File: src/rtl/pipe_ctrl.sv
// ----------------------------------------------------------------------------
// pipe_ctrl -- pipeline control responder for the 3PA 5-stage core.
//
// Turns the upstream hazard requests (load-use stall, branch taken, jump,
// data-memory wait, halt) into per-stage register enables, bubble flushes and
// the PC enable. A small FSM covers the multi-cycle cases: the single
// load-use bubble, the memory wait with optional timeout, and halt/resume.
// Outputs are combinational from state and inputs, so they act at the next
// clock edge.
//
// Parameters:
//   MEM_TIMEOUT  max consecutive wait cycles before the access is dropped
//                (0 = wait forever)
//   CNT_W        wait counter width, 2**CNT_W > MEM_TIMEOUT
//
// Ports:
//   clk, rst                       clock (rising edge), async active-high reset
//   Need_Stall                     load-use hazard
//   Branch_Taken                   branch in ID/EX resolved taken
//   Jump                           jump decoded in IF/ID
//   Mem_Req, Mem_Ack               data-memory access pending / completing
//   Halt, Resume                   halt instruction in ID/EX / restart pulse
//   PC_En                          PC load enable
//   IFid__En .. MEMwb__En          stage register enables
//   IFid__Flush .. EXmem__Flush    load a bubble at the next edge (beats En)
//   Halted                         core halted
//   Mem_Err                        one-cycle pulse on memory timeout
//
// Optional build macro PIPE_CTRL_PERF_EN adds saturating 32-bit counters
// Stall_Cnt (PC held outside HALTED) and Flush_Cnt (IF/ID flushed).
// ----------------------------------------------------------------------------
module pipe_ctrl #(
    parameter int MEM_TIMEOUT = 16,
    parameter int CNT_W       = 5
) (
    input  logic        clk,
    input  logic        rst,
    input  logic        Need_Stall,
    input  logic        Branch_Taken,
    input  logic        Jump,
    input  logic        Mem_Req,
    input  logic        Mem_Ack,
    input  logic        Halt,
    input  logic        Resume,
    output logic        PC_En,
    output logic        IFid__En,
    output logic        IDex__En,
    output logic        EXmem__En,
    output logic        MEMwb__En,
    output logic        IFid__Flush,
    output logic        IDex__Flush,
    output logic        EXmem__Flush,
    output logic        Halted,
    output logic        Mem_Err
`ifdef PIPE_CTRL_PERF_EN
    ,
    output logic [31:0] Stall_Cnt,
    output logic [31:0] Flush_Cnt
`endif
);

    typedef enum logic [1:0] {RUN, LOADUSE, MEMWAIT, HALTED} state_t;

    state_t             state_reg, state_next;
    logic [CNT_W-1:0]   cnt_reg, cnt_next;

    // Unmasked responses; rst is applied only at the output boundary so the
    // reset net never feeds flop data inputs.
    logic pc_en_int, if_en_int, id_en_int, ex_en_int, wb_en_int;
    logic if_fl_int, id_fl_int, ex_fl_int, err_int;
    logic run_eval, stall_ok, timeout_hit;

    assign timeout_hit = (MEM_TIMEOUT != 0) && (cnt_reg == CNT_W'(MEM_TIMEOUT));

    always_comb begin
        state_next = state_reg;
        cnt_next   = cnt_reg;
        pc_en_int  = 1'b1;
        if_en_int  = 1'b1;
        id_en_int  = 1'b1;
        ex_en_int  = 1'b1;
        wb_en_int  = 1'b1;
        if_fl_int  = 1'b0;
        id_fl_int  = 1'b0;
        ex_fl_int  = 1'b0;
        err_int    = 1'b0;
        run_eval   = 1'b0;
        stall_ok   = 1'b0;

        case (state_reg)
            RUN: begin
                run_eval = 1'b1;
                stall_ok = 1'b1;
            end
            // The dependent instruction already got its bubble; ignoring a
            // still-asserted Need_Stall keeps it to one bubble per load.
            LOADUSE: begin
                run_eval = 1'b1;
            end
            MEMWAIT: begin
                if (Mem_Ack) begin
                    // Release cycle: requests held during the wait act now.
                    run_eval = 1'b1;
                    stall_ok = 1'b1;
                    cnt_next = '0;
                end else begin
                    pc_en_int = 1'b0;
                    if_en_int = 1'b0;
                    id_en_int = 1'b0;
                    ex_en_int = 1'b0;
                    wb_en_int = 1'b0;
                    if (timeout_hit) begin
                        // Abandon the access: bubble EX/MEM, upstream holds.
                        err_int    = 1'b1;
                        ex_fl_int  = 1'b1;
                        state_next = RUN;
                        cnt_next   = '0;
                    end else begin
                        cnt_next = cnt_reg + CNT_W'(1);
                    end
                end
            end
            HALTED: begin
                // Front end frozen, back end drains.
                pc_en_int = 1'b0;
                if_en_int = 1'b0;
                id_fl_int = 1'b1;
                if (Mem_Req && !Mem_Ack) begin
                    ex_en_int = 1'b0;
                    wb_en_int = 1'b0;
                end
                if (Resume) begin
                    state_next = RUN;
                end
            end
            default: begin
                state_next = RUN;
            end
        endcase

        if (run_eval) begin
            if (Mem_Req && !Mem_Ack) begin
                pc_en_int  = 1'b0;
                if_en_int  = 1'b0;
                id_en_int  = 1'b0;
                ex_en_int  = 1'b0;
                wb_en_int  = 1'b0;
                state_next = MEMWAIT;
                cnt_next   = CNT_W'(1);
            end else if (stall_ok && Need_Stall) begin
                // Outranks Branch_Taken: a branch resolved on a stale operand
                // must re-resolve next cycle.
                pc_en_int  = 1'b0;
                if_en_int  = 1'b0;
                id_en_int  = 1'b0;
                ex_fl_int  = 1'b1;
                state_next = LOADUSE;
            end else if (Branch_Taken) begin
                // Also discards any jump sitting in IF/ID.
                if_fl_int  = 1'b1;
                id_fl_int  = 1'b1;
                state_next = RUN;
            end else if (Halt) begin
                pc_en_int  = 1'b0;
                if_en_int  = 1'b0;
                id_fl_int  = 1'b1;
                state_next = HALTED;
            end else if (Jump) begin
                if_fl_int  = 1'b1;
                state_next = RUN;
            end else begin
                state_next = RUN;
            end
        end
    end

    always_ff @(posedge clk or posedge rst) begin
        if (rst) begin
            state_reg <= RUN;
            cnt_reg   <= '0;
        end else begin
            state_reg <= state_next;
            cnt_reg   <= cnt_next;
        end
    end

    // Reset forces a full freeze with bubbles in every stage.
    assign PC_En        = !rst && pc_en_int;
    assign IFid__En     = !rst && if_en_int;
    assign IDex__En     = !rst && id_en_int;
    assign EXmem__En    = !rst && ex_en_int;
    assign MEMwb__En    = !rst && wb_en_int;
    assign IFid__Flush  = rst || if_fl_int;
    assign IDex__Flush  = rst || id_fl_int;
    assign EXmem__Flush = rst || ex_fl_int;
    assign Mem_Err      = !rst && err_int;
    assign Halted       = (state_reg == HALTED);

`ifdef PIPE_CTRL_PERF_EN
    // Index 0: stall cycles, index 1: IF/ID flush cycles. Uses the unmasked
    // responses; the counters are held in reset while rst is high anyway.
    logic [1:0] perf_inc;
    assign perf_inc[0] = !pc_en_int && (state_reg != HALTED);
    assign perf_inc[1] = if_fl_int;

    generate
        for (genvar gi = 0; gi < 2; gi++) begin : g_perf
            logic [31:0] count_reg;
            always_ff @(posedge clk or posedge rst) begin
                if (rst) begin
                    count_reg <= '0;
                end else if (perf_inc[gi] && (count_reg != 32'hFFFF_FFFF)) begin
                    count_reg <= count_reg + 32'd1;
                end
            end
        end
    endgenerate

    assign Stall_Cnt = g_perf[0].count_reg;
    assign Flush_Cnt = g_perf[1].count_reg;
`endif

endmodule

File: config.mk
export PLATFORM = sky130hd
export DESIGN_NAME = pipe_ctrl
export DESIGN_NICKNAME = d
export VERILOG_FILES = /design/src/rtl/pipe_ctrl.sv
export SDC_FILE = /design/constraint.sdc
export NUM_CORES = 1
export LEC_CHECK = 0
export ABC_AREA = 1
export BUFFER_PORTS_ARGS = -buffer_cell sky130_fd_sc_hd__buf_2
export CAP_MARGIN = 40
export CORE_UTILIZATION = 43
export CTS_CLUSTER_DIAMETER = 30
export DETAILED_ROUTE_END_ITERATION = 7
export PLACE_DENSITY = 0.75
export SETUP_SLACK_MARGIN = 0.5
export SYNTH_ARGS = -nofsm -noshare
export SYNTH_HDL_FRONTEND = slang
export SYNTH_SLANG_ARGS = --single-unit
File: constraint.sdc
create_clock -name clk -period 1.3 [get_ports clk]
set_input_delay 0.26 -clock clk [delete_from_list [all_inputs] [get_ports clk]]
set_output_delay 0.26 -clock clk [all_outputs]
set_load 0.005 [all_outputs]
* Yosys cells after proc, flatten, opt, wreduce, memory -nomap -nowiden
Index checks and enable logic that the tools add are counted.
** Storage, ports and cells
- Register bits :: 7
- Latch bits :: 0
- Bits in writable memories :: 0
- ROM bits :: 0
- Input port bits :: 9
- Output and inout port bits :: 10
- Word-level logic and storage cells :: 74
- Memories :: 0
** Cells by class
- Add/sub/neg operators :: 1
- $mul :: 0
- Divide/modulo/power cells :: 0
- Order comparisons :: 0
- Equal/unequal tests :: 7
- Shifts and indexed selects :: 0
- Mux-type cells :: 49
- Bitwise gates (word level) :: 0
- Reduce and logical (&&, ||, !) cells :: 15
** Operator list (number)
- $mux W1 :: 31
- $mux W5 :: 5
- $mux W2 :: 8
- $pmux W1 S2 :: 4
- $logic_and A1 B1 Y1 :: 6
- $ne A3 B3 Y1 const B :: 2
- $add A5 B1 Y5 const B :: 1
- $eq A5 B5 Y1 const B :: 1
- $eq A2 B2 Y1 const B :: 2
- $pmux W2 S2 :: 1
- $reduce_and A4 Y1 :: 1
- $logic_or A1 B1 Y1 :: 3
- $ne A3 B2 Y1 const B :: 1
- $reduce_bool A3 Y1 :: 1
- $eq A2 B1 Y1 const B :: 1
- $logic_not A1 Y1 :: 2
- $logic_not A2 Y1 :: 1
- $reduce_or A2 Y1 :: 1

* Depth between registers and ports, before layout
Gate-level depths: netlist of run 1.
- Word-level depth :: 8
- Mapped depth :: 7
- Gate-level depth less buffers :: 7

* Worst setup path before layout of run 1
Ideal clock, no wire load.
- Path kind :: register to output
- Start :: reg state_reg[1]
- End :: out PC_En
- Arrival :: 1.084 ns
- Required time :: 1.040 ns
- Path slack :: -0.044 ns
- Cell stages (with the launch flop) :: 7
- Buffers on the path :: 1
- Path through :: dfrtp_1 > nand2_1 > nand2_1 > nor2_2 > nand2_2 > nor3_2 > buf_4
** Between the ends
- Word-level cells in the longest chain between the ends :: 8
** RTL lines
- start, declared :: line 64 : state_t state_reg, state_next;
- start signal, assigned :: line 182 : state_reg <= state_next;
- $eq A2 B2 Y1
- $pmux W1 S2
- $mux W1 (4 in series)
- $mux W1 (*)
- $logic_and A1 B1 Y1 (*)
- end, declared :: line 45 : output logic PC_En,
Every way passes the cells marked *; elsewhere a longest branch is shown, timed or not.

* Final worst setup path of run 1
- Start :: reg state_reg[1]
- End :: out IFid__En
** Between the ends
- Word-level cells in the longest chain between the ends :: 8
** RTL lines
- $eq A2 B2 Y1 :: line 90 : case (state_reg)
- $pmux W1 S2 :: line 90
- $mux W1 :: line 163 : end else if (Halt) begin
- $mux W1 :: line 158 : end else if (Branch_Taken) begin
- $mux W1 :: line 150 : end else if (stall_ok && Need_Stall) begin
- $mux W1 :: line 142 : if (Mem_Req && !Mem_Ack) begin
- $mux W1 (*) :: line 141 : if (run_eval) begin
- $logic_and A1 B1 Y1 (*) :: line 189 : assign IFid__En = !rst && if_en_int;
- end, declared :: line 46 : output logic IFid__En,
Marked as above.

==> results of run 1 <==
==> layer usage <==
metal / up-vias / GRT usage, % / share of wire, %
met3: 3 / 10.4 / 3.6
met4: 0 / 7.76 / 0.71
met1: 340 / 33.7 / 45
li1: 356 / - / -
met5: - / 0 / 0
met2: 14 / 37.1 / 50
==> repair_timing <==
item / 4_1_cts / 5_1_grt
buffers inserted: 4 / 3
endpoints found under the hold margin: 3 / 3
resized for setup: 8 / 24
cloned: 0 / 0
endpoints found under the setup margin: 17 / 17
pin swaps: 4 / 11
==> per-stage QoR <==
step           cells  total power, W  setup TNS, ns
2_1_floorplan     88        0.000714        -0.0243
3_3_place_gp     129        0.000949              0
3_5_place_dp     129        0.000973       -0.00124
4_1_cts          137         0.00130          -2.15
5_1_grt          140         0.00169          -2.75
6_report         140         0.00159          -2.20
==> power by group through the flow <==
| stage | clock network [W] | logic (W) | registers (W) |
|---|---|---|---|
| after CTS | 0.000215 | 0.000768 | 0.000321 |
| after global routing | 0.000228 | 0.00113 | 0.000335 |
| after global placement | 0 | 0.000630 | 0.000319 |
| after floorplan | 0 | 0.000375 | 0.000339 |
| after detailed placement | 0 | 0.000650 | 0.000323 |
| final | 0.000206 | 0.00105 | 0.000332 |
==> worst paths after layout <==
check / start / end / slack (ns) / cells after the start
max in group asynchronous: rst / state_reg[1]$_DFFE_PP0P_ / 0.95 / 3
setup reg to reg: cnt_reg[0]$_DFF_PP0_ / cnt_reg[4]$_DFF_PP0_ / 0.05 / 8
hold / removal: rst / cnt_reg[0]$_DFF_PP0_ / -0.0005 / 2
hold reg to reg: cnt_reg[4]$_DFF_PP0_ / cnt_reg[4]$_DFF_PP0_ / 0.62 / 2
setup / recovery: state_reg[1]$_DFFE_PP0P_ / IFid__En / -0.30 / 6
min in group clk: Resume / state_reg[0]$_DFFE_PP0P_ / 0.18 / 2
==> cells in the mapped netlist (all sizes together) <==
master,count
ha,2
nor2,12
a31oi,1
nand3,6
o21ai,4
inv,15
dfrtp,7
a22oi,1
nand2,28
a21oi,4
nor3,2
buf,3
nand4,3
==> area by class of cell <==
cell class	instances	area, um^2	area share [%]
clock buffers	3	22.5	2.36
clock inverters	1	5.00	0.524
inverters	15	61.3	6.42
multi-input cells	63	415	43.5
flip-flops and latches	7	175	18.3
well taps	14	17.5	1.83
repair buffers	37	258	27.0
==> kinds of logic after synthesis <==
| group | count (synthesis) | share of synthesized area (%) |
|---|---|---|
| flops | 7 | 30.4 |
| compound gates | 10 | 10.6 |
| fa+ha+maj | 2 | 4.34 |
| buf+inv | 18 | 13.7 |
| simple gates | 51 | 41.0 |
==> worst max-delay path, stage by stage, from the launching register on <==
cell	delay [ns]
dfrtp_1	0.41
nand2_2	0.12
nand2_2	0.08
nor2_4	0.11
nand2_4	0.08
nor3_2	0.13
buf_2	0.14
==> qor.yml, run 1 <==
run_status:
  outcome: "finished with violations"
  violations: "hold timing, setup timing"
floorplanning:
  die_width_um: 38.6
  die_h_um: 38.6
  die_area_mm2: 0.00149
  ioPinCount: 19
  start_util_pct: 49.3
  coreArea_mm2: 0.00117
  placementRows: 12
finish:
  layout_common_cells: "nand2_1 (18), buf_2 (17), buf_4 (14)"
  final_core_util_pct: 81.5
  antenna_cells: 0
  finalInstanceArea_um2: 955
  final_common_cell: "nand2_1"
  area_growth_pct: 65.5
  largest_reg_flops: 5
  drive_above_1_share_pct: 60.3
  n_fill_cell: 75
  finalNetCount: 138
yosys:
  yosysTopAreaCellShare_pct: 30.4
  synth_cell_type_count: 20
  synth_area_um2: 577
  synth_area_leaders: "dfrtp_1 (30%), nand2_1 (17%), inv_1 (7.2%), nor2_1 (5.9%), ha_1 (4.3%)"
  synth_area_leader_cell: "dfrtp_1"
  syn_avg_cell_area_um2: 6.55
  ys_ff_latch: 7
  synth_nets: 99
  ys_warn_count: 0
  synth_cells: 88
  seq_area_frac_synth_pct: 30.4
timing:
  finalCritPeriodShare_pct: 123
  skew_ns: 0.000932
  worstMarginPinSlew_ns: 0.270
  rsz0062_at_grt: "yes"
  fin_crit_ns: 1.60
  layout_setup_ws_ns: -0.300
  slew_violations: 0
  setup_viol: 10
  finalHoldViolCount: 2
  fmax_mhz: 625
  timing.hold.ws_ns: -0.000472
  max_slew_margin_pct: 82.0
global_routing:
  grt_overflow: 0
  grt_pass1_wl_um: 2450
  gr-usage-all-layers_pct: 25.4
  grt_pass1_vias: 545
  grt_max_degree: 8
  antenna_found_initial: 0
placement:
  dp_hpwl_um: 1180
  dp_slack_ns: -0.00124
  portBuffers: 18
  gp_congestion: 0.800
  dpl-instance-area_um2: 768
power:
  internal_power_w: 0.000912
  switchingPower_w: 0.000678
  combinationalPowerShare_pct: 66.1
  ir_drop_v: 0.00110
  clkPwrFrac_pct: 13.0
  seqPwrFrac_pct: 20.9
  p_leak_nw: 0.492
  power_density_mw_per_mm2: 1670
  swShare_pct: 42.6
drt:
  drc_errors: 0
  wirelength_um: 1840
  vias: 713
  wl_per_cell_um: 13.1
  ant_nets: 0
  dr.pass1.iters: 4
  via_per_inst: 5.09
  dr.first_iter.drc_count: 14
clocking:
  clock_path_buffers: 2
  cts_tree: "yes"
  htree_num_levels: 1
  numCtsBuffers: 3
  clk_latency_ns: 0.26
  cts_root_buffer: "clkbuf_4"
  cts_sinks: 7
  path_clk_slew_ns: 0.05
setup_path:
  crit_arrival_ns: 1.34
  cp.required_ns: 1.04
  path_max_fanout: 3
  cp-start-kind: "flip-flop"
  critPathCaptureType: "output pin"
  path_class: "flip-flop to output pin"
flow_run:
  drv_cap: 0
worst_hold_path:
  hold_path.class: "input port to async pin"
(Power assumes the default switching activity.)
==> inputs of run 2 (changes only) <==
--- a/config.mk
+++ b/config.mk
@@ -8,6 +8,7 @@
 export ABC_AREA = 1
 export BUFFER_PORTS_ARGS = -buffer_cell sky130_fd_sc_hd__buf_2
 export CAP_MARGIN = 40
+export CORE_MARGIN = 2
 export CORE_UTILIZATION = 43
 export CTS_CLUSTER_DIAMETER = 30
 export DETAILED_ROUTE_END_ITERATION = 7
==> qor.yml, run 2 (same netlist as run 1, synthesis figures left out) <==
clocking:
  cts.hold.buffers_added: 0
  path_clk_slew_ns: 0.05  # about the same
  clock_path_buffers: 2  # unchanged
  htree_num_levels: 1  # unchanged
  cts_tree: "yes"
  cts_root_buffer: "clkbuf_4"
  cts_sinks: 7  # unchanged
  numCtsBuffers: 3  # unchanged
  clk_latency_ns: 0.25  # about the same
drt:
  drc_errors: 0  # unchanged
  wirelength_um: 1630  # -11%
  via_per_inst: 4.98  # -2.3%
  dr.first_iter.drc_count: 7  # -7
  dr.pass1.iters: 4  # unchanged
  vias: 687  # -3.6%
  wl_per_cell_um: 11.8  # -10%
  ant_nets: 0  # unchanged
global_routing:
  use_met2_pct: 38.9  # +1.8 points
  grt_pass1_vias: 616  # +13%
  grt_busiest_layer: "met2"
  grt_overflow: 0  # unchanged
  grt_pass1_wl_um: 2300  # -6.2%
  antenna_found_initial: 0  # unchanged
  gr-usage-all-layers_pct: 22.6  # -2.8 points
  grt_max_degree: 8  # unchanged
  met1_usage_pct: 21.2  # -12 points
  met3_usage_pct: 5.98  # -4.4 points
power:
  power_density_mw_per_mm2: 1570  # -5.8%
  total_power_w: 0.00145  # -8.7%
  ir_drop_v: 0.00112  # +1.1%
  p_leak_nw: 0.486  # -1.2%
placement:
  dp_hpwl_um: 1100  # -6.6%
  dpl-instance-area_um2: 769  # +0.16%
  gp_congestion: 0.807  # +0.84%
  portBuffers: 18  # unchanged
  dp_slack_ns: 0.0147  # +0.0160 ns
finish:
  finalNetCount: 135  # -2.2%
  area_growth_pct: 60.3
  final_common_cell: "nand2_1"
  n_fill_cell: 97  # +29%
  layout_common_cells: "nand2_1 (19), buf_2 (17), buf_4 (11)"
  drive_above_1_share_pct: 57.7  # -2.6 points
  multiInputGateArea_um2: 408  # -1.8%
  antenna_cells: 0  # unchanged
  largest_reg_flops: 5  # unchanged
  register_area_um2: 175  # unchanged
  finalInstanceArea_um2: 925  # -3.1%
setup_path:
  cp.required_ns: 1.04  # about the same
  critPathCaptureType: "output pin"
  path_class: "flip-flop to output pin"
  path_max_fanout: 3  # unchanged
  cp-start-kind: "flip-flop"
  crit_arrival_ns: 1.34  # about the same
worst_hold_path:
  hold_path.class: "input port to async pin"
timing:
  setup_viol: 9  # -1
  rsz0062_at_grt: "yes"
  skew_ns: 0.00551  # +0.00458 ns
  finalCritPeriodShare_pct: 123  # -0.22 points
  fmax_mhz: 626  # +0.18%
  layout_setup_ws_ns: -0.297  # +0.00290 ns
  slew_violations: 0  # unchanged
  worstMarginPinSlew_ns: 0.208  # -0.0618 ns
  max_slew_margin_pct: 86.0  # +4.0 points
  fin_crit_ns: 1.60  # -0.00290 ns
  timing.hold.ws_ns: 0.134  # +0.135 ns
  finalHoldViolCount: 0  # -2
run_status:
  violations: "setup timing"
  outcome: "finished with violations"
floorplanning:
  die_area_mm2: 0.00165  # +11%
  coreArea_mm2: 0.00127  # +8.3%
  die_width_um: 40.6  # +5.2%
  placementRows: 13  # +1
  ioPinCount: 19  # unchanged
  start_util_pct: 45.5  # -3.8 points
  die_h_um: 40.6  # +5.2%
flow_run:
  drv_cap: 0  # unchanged
run 2: power by group:
| group | internal (W) | switching (W) | leakage, nW |
|---|---|---|---|
| registers | 0.000278 | 0.0000481 | 0.0919 |
| logic | 0.000437 | 0.000490 | 0.379 |
| clock network | 0.000117 | 0.0000806 | 0.0150 |
| total | 0.000833 | 0.000618 | 0.486 |
run 2: layout make-up:
| class | count | area share [%] |
|---|---|---|
| sequential | 7 | 18.9 |
| tap | 15 | 2.03 |
| timing repair buffer | 34 | 25.4 |
| multi-input combinational | 63 | 44.1 |
| inverter | 15 | 6.63 |
| clock buffer | 4 | 2.84 |
run 2: per-stage QoR:
step,setup TNS [ns],util [%],instances
after floorplan,-0.0243,-,88
after global placement,0,60.7,130
after detailed placement,0,60.7,130
after CTS,-1.99,67.3,136
after global routing,-3.07,72.9,138
final,-2.27,72.9,138
run 2: worst max-delay path, cell delays in order, from the launching register on:
cell and delay (ns):
dfrtp_1 0.41, nand2_2 0.10, nand2_1 0.08, nor2_2 0.15, nand2_2 0.10, nor3_2 0.12, buf_2 0.13
run 2: routing by layer:
layer	up-vias	part of all wire (%)	routed length, um
li1	347	-	-
met1	311	37	596
met2	21	55	890
met3	8	4.5	73
met4	0	4.2	68
met5	-	0	0
run 2: final timing paths:
| path | slack [ns] | startpoint | end | depth (start not counted) |
|---|---|---|---|---|
| max | -0.30 | state_reg[1]$_DFFE_PP0P_ | PC_En | 6 |
| max reg2reg | 0.07 | cnt_reg[0]$_DFF_PP0_ | cnt_reg[4]$_DFF_PP0_ | 8 |
| min reg2reg | 0.59 | cnt_reg[0]$_DFF_PP0_ | cnt_reg[0]$_DFF_PP0_ | 3 |
| min | 0.13 | rst | cnt_reg[0]$_DFF_PP0_ | 3 |
| min in group clk | 0.20 | Resume | state_reg[0]$_DFFE_PP0P_ | 2 |
| max in group asynchronous | 1.04 | rst | state_reg[0]$_DFFE_PP0P_ | 3 |
run 2: timing repair:
action	CTS	global route
cloned	0	0
setup buffers	2	2
pin swaps	2	6
setup endpoints to repair	17	17
gates resized for setup	15	15
